## src/rtl/game_phase_ctrl.sv

```systemverilog
// Simon game phase sequencer: one-hot phase enables, settings latch,
// round tracking, player-response timeout and result hold.
module game_phase_ctrl #(
  parameter int ROUND_W       = 6,
  parameter int TIMEOUT_BASE  = 1000,
  parameter int RESULT_CYCLES = 50
) (
  input  logic               i_clk,
  input  logic               i_rst_n,
  input  logic [1:0]         i_mode,
  input  logic [1:0]         i_level,
  input  logic [1:0]         i_speed,
  input  logic               i_idle_done,
  input  logic               i_show_done,
  input  logic               i_play_done,
  input  logic               i_play_fail,
  output logic               o_idle_en,
  output logic               o_show_en,
  output logic               o_play_en,
  output logic               o_result_en,
  output logic [ROUND_W-1:0] o_round,
  output logic [1:0]         o_mode_q,
  output logic [1:0]         o_level_q,
  output logic [1:0]         o_speed_q,
  output logic               o_win,
  output logic               o_lose,
  output logic [2:0]         o_state
);

  localparam int TW = $clog2(TIMEOUT_BASE + 1);
  localparam int RW = (RESULT_CYCLES > 1) ? $clog2(RESULT_CYCLES) : 1;

  localparam logic [2:0] S_IDLE = 3'd0;
  localparam logic [2:0] S_SHOW = 3'd1;
  localparam logic [2:0] S_PLAY = 3'd2;
  localparam logic [2:0] S_NEXT = 3'd3;
  localparam logic [2:0] S_WIN  = 3'd4;
  localparam logic [2:0] S_LOSE = 3'd5;

  logic [2:0]         state;
  logic [TW-1:0]      timer;
  logic [TW-1:0]      limit;
  logic [RW-1:0]      res_cnt;
  logic [ROUND_W-1:0] target;
  logic               timeout;

  always_comb begin
    limit = TW'(TIMEOUT_BASE) >> o_speed_q;
    if (limit == '0) limit = TW'(1);
  end

  assign timeout = (timer == limit - TW'(1));

  always_comb begin
    case (o_level_q)
      2'd0:    target = ROUND_W'(8);
      2'd1:    target = ROUND_W'(16);
      2'd2:    target = ROUND_W'(32);
      default: target = '1;
    endcase
  end

  always_ff @(posedge i_clk or negedge i_rst_n) begin
    if (!i_rst_n) begin
      state     <= S_IDLE;
      timer     <= '0;
      res_cnt   <= '0;
      o_round   <= '0;
      o_mode_q  <= '0;
      o_level_q <= '0;
      o_speed_q <= '0;
    end else begin
      case (state)
        S_IDLE: begin
          if (i_idle_done) begin
            o_mode_q  <= i_mode;
            o_level_q <= i_level;
            o_speed_q <= i_speed;
            o_round   <= ROUND_W'(1);
            state     <= S_SHOW;
          end
        end
        S_SHOW: begin
          if (i_show_done) begin
            timer <= '0;
            state <= S_PLAY;
          end
        end
        S_PLAY: begin
          timer <= timer + TW'(1);
          // Fail (or timeout) outranks a simultaneous done strobe
          if (i_play_fail || timeout)
            state <= o_mode_q[0] ? S_SHOW : S_LOSE;
          else if (i_play_done)
            state <= S_NEXT;
        end
        S_NEXT: begin
          if (o_round == target) begin
            state <= S_WIN;
          end else begin
            o_round <= o_round + ROUND_W'(1);
            state   <= S_SHOW;
          end
        end
        S_WIN, S_LOSE: begin
          if (res_cnt == RW'(RESULT_CYCLES - 1)) begin
            res_cnt <= '0;
            state   <= S_IDLE;
          end else begin
            res_cnt <= res_cnt + RW'(1);
          end
        end
        default: state <= S_IDLE;
      endcase
    end
  end

  // NEXT is bookkeeping for the finished player phase, so play stays enabled
  always_comb begin
    o_idle_en   = 1'b0;
    o_show_en   = 1'b0;
    o_play_en   = 1'b0;
    o_result_en = 1'b0;
    o_win       = 1'b0;
    o_lose      = 1'b0;
    case (state)
      S_SHOW:  o_show_en = 1'b1;
      S_PLAY,
      S_NEXT:  o_play_en = 1'b1;
      S_WIN: begin
        o_result_en = 1'b1;
        o_win       = 1'b1;
      end
      S_LOSE: begin
        o_result_en = 1'b1;
        o_lose      = 1'b1;
      end
      default: o_idle_en = 1'b1;
    endcase
  end

  assign o_state = state;

endmodule

```

## config.mk

```make
export PLATFORM = sky130hd
export DESIGN_NAME = game_phase_ctrl
export DESIGN_NICKNAME = d
export VERILOG_FILES = /design/src/rtl/game_phase_ctrl.sv
export SDC_FILE = /design/constraint.sdc
export NUM_CORES = 1
export LEC_CHECK = 0
export CORE_AREA = 2 2 82 84
export DETAILED_ROUTE_END_ITERATION = 8
export DIE_AREA = 0 0 84 86
export PLACE_DENSITY_LB_ADDON = 0.1
export REMOVE_ABC_BUFFERS = 1
export SYNTH_ARGS = -nofsm -noshare
export SYNTH_HDL_FRONTEND = slang
export SYNTH_SLANG_ARGS = --single-unit
export TNS_END_PERCENT = 20
```

## constraint.sdc

```tcl
create_clock -name i_clk -period 2.4 [get_ports i_clk]
set_input_delay 0.72 -clock i_clk [delete_from_list [all_inputs] [get_ports i_clk]]
set_output_delay 0.72 -clock i_clk [all_outputs]
set_load 0.03 [all_outputs]
```

==> out/qor.yml <==
timing:
  clock_skew_ns: 0.00368
  finalSetupViolCount: 0
  tightest_slew_ns: 0.460
  fin_crit_ns: 2.29
  hold_violations: 0
  fin_hold_ws_ns: 0.485
  rsz0062_at_grt: "no"
  tns_ns: 0
  max_freq_mhz: 437
  period_share: 0.953
  slew_violations: 0
  slew_headroom: 0.690
detailed_routing:
  drc: 0
  viasPerCell: 4.79
  avgRoutedWirePerCell_um: 13.6
  vias: 1504
  ant_nets: 0
  routed_wl_um: 4260
  dr.pass1.iters: 4
  drtIter0Drc: 29
clock_network:
  post_cts_buffers: 0
  cts-root-buf: "clkbuf_8"
  worstSkewPairLatency_ns: 0.27
  holdBufCountCts: 0
  cts_tree: "yes"
  clkTransAtPathRegs_ns: 0.07
  cts-buffers-inserted: 5
  cts_max_level: 2
  cts_sinks: 31
  clk_path_buf_depth: 2
power_and_ir_drop:
  power.ir.vdd_worst_mv: 0.554
  power.switching_mw: 1.26
  clockPowerShare: 0.148
  share_seq_of_total_power: 0.308
  power_mw: 2.82
  swShare: 0.447
  pwr-share-comb: 0.544
  powerDensity_nw_per_um2: 1180
  intPower_mw: 1.56
  leakagePower_nw: 1.09
grt:
  antenna_found_initial: 0
  overflow: 0
  grt_max_degree: 32
  grt_use_total: 0.129
  grt_pass1_vias: 1581
  grt_pass1_wl_um: 7580
finish:
  final_common_cell: "dfrtp_1"
  nets: 260
  layout_common_cells: "dfrtp_1 (31), nand2_1 (29), clkdlybuf4s50_1 (25), o21ai_0 (15), buf_4 (13)"
  diodes: 0
  synthToLayoutAreaGrowth_pct: 29.5
  layout-drive-gt1-share: 0.148
  final_area_um2: 2380
  fin_cells: 314
setup_path:
  worstSetupPathType: "reg2out"
  cp_max_fo: 8
  critPathCaptureType: "output port"
  crit_required_ns: 1.68
  cp-start-kind: "register"
  crit_arrival_ns: 1.57
  r2r_cells: 8
yosys:
  muxShareOfSynthArea: 0.0510
  yosysWarnings: 0
  synth-seq-area-share: 0.421
  syn_inst: 193
  synth.avg_cell_area_um2: 9.54
  ys_seq_elements: 31
  synth_edf_count: 0
  synth_top_family_by_area: "simple AND/OR/NAND/NOR gates"
  synthesis.area_um2: 1840
  synth_top_area_frac: 0.421
  async_flop_share: 1.00
  synth_top_cell_by_area: "dfrtp_1"
  synthFlopType: "dfrtp_1"
  synth_fa_ha_area_frac: 0.0748
  synthTopCellsByArea: "dfrtp_1 (42%), ha_1 (7.5%), nand2_1 (5.9%), o21ai_0 (4.1%), mux2i_1 (3.3%)"
  synth.distinct_cells: 48
  synthXorXnorAreaFrac: 0.0286
  synth_compound_area_frac: 0.148
  yosys.area_share.simple: 0.242
floorplan:
  dieArea_um2: 7220
  num_io_pins: 33
  die_h_um: 86
  start_util: 0.293
  num_rows: 29
  coreArea_um2: 6280
  die_w_um: 84
flow_run:
  max_cap_viol_count: 0
run_status:
  outcome: "finished clean"
placement:
  postPlaceCellArea_um2: 2300
  portBuffers: 32
  gp_congestion: 0.749
  placed_cells: 307
  hpwl_um: 3180
worst_hold_path:
  hold_path_class: "reg2reg"
  hold_depth: 2
[critical path, stage by stage (launching register included)]
cell and delay (ns):
dfrtp_1 0.43, buf_4 0.19, clkdlybuf4s50_1 0.67
[registers in the layout, summed over array words and instances (netlist names)]
signal and count:
o_level_q 2, o_mode_q 2, o_round 6, o_speed_q 2
o_state 3, res_cnt 6, timer 10
[final cells by class]
type | count | area [µm²]
Clock buffer | 6 | 82.6
Clock inverter | 1 | 5.00
Fill cell | 668 | 3890
Inverter | 8 | 30.0
Multi-Input combinational cell | 149 | 1010
Sequential cell | 31 | 776
Tap cell | 77 | 96.3
Timing Repair Buffer | 42 | 387
[cell usage after synthesis (2+ instances only)]
| library cell | instances |
|---|---|
| xor2_1 | 3 |
| o21ai_0 | 15 |
| nor2b_1 | 2 |
| a21oi_1 | 4 |
| buf_2 | 3 |
| nand3b_1 | 2 |
| inv_1 | 8 |
| and3_1 | 3 |
| o31ai_1 | 6 |
| mux2_2 | 3 |
| o21ai_2 | 2 |
| a31oi_1 | 2 |
| nor2_1 | 11 |
| nand2_1 | 29 |
| xnor2_1 | 3 |
| ha_1 | 11 |
| nand3_1 | 10 |
| dfrtp_1 | 31 |
| nand4_1 | 3 |
| mux2i_1 | 6 |
| o211ai_1 | 4 |
| nand2b_1 | 2 |
| nand2_2 | 2 |
| nor3_1 | 2 |
| and3b_1 | 2 |
| and4_1 | 2 |
[cell families (layout without fill, tap and decap cells)]
family	count (synthesis)	after routing
compound gates	40	40
xor+xnor	6	6
fa+ha+maj	11	11
buf+inv	13	57
flops	31	31
mux	9	9
simple gates	83	83
[power groups by stage]
stage | combinational, mW | clock (mW) | sequential (mW)
after CTS | 1.56 | 0.432 | 0.871
after global placement | 1.58 | 0 | 0.882
after global routing | 1.71 | 0.459 | 0.904
final | 1.53 | 0.418 | 0.868
after floorplan | 0.780 | 0 | 1.05
after detailed placement | 1.58 | 0 | 0.878
[final timing paths]
path	start	to	slack, ns
setup / recovery	o_state[0]	o_state[0]	0.11
hold / removal	o_mode_q[1]	o_mode_q[1]	0.48
setup reg to reg	o_level_q[0]	o_round[4]	0.43
hold reg to reg	o_mode_q[1]	o_mode_q[1]	0.48
max in group asynchronous	i_rst_n	o_round[2]	1.26
min in group asynchronous	i_rst_n	timer[1]	0.84
[through the flow]
| stage | setup slack [ns] | util |
|---|---|---|
| 2_1_floorplan | 0.0552 | - |
| 4_1_cts | 0.0337 | 0.379 |
| 5_1_grt | 0.0467 | 0.380 |
| 3_5_place_dp | 0.0727 | 0.366 |
| 3_3_place_gp | 0.0699 | 0.366 |
| 6_report | 0.114 | 0.380 |
[metal layers]
| layer | track usage | part of all wire | vias up |
|---|---|---|---|
| met4 | 0.0352 | 0.0059 | 0 |
| met2 | 0.201 | 0.46 | 19 |
| met1 | 0.178 | 0.51 | 706 |
| met5 | 0 | 0 | - |
| li1 | - | - | 777 |
| met3 | 0.0318 | 0.025 | 2 |
[repair_timing]
item	in CTS	in global routing
resized for setup	3	1
setup endpoints to repair	3	1
gates cloned	0	0
No activity file was read; power rests on OpenSTA's default activity.
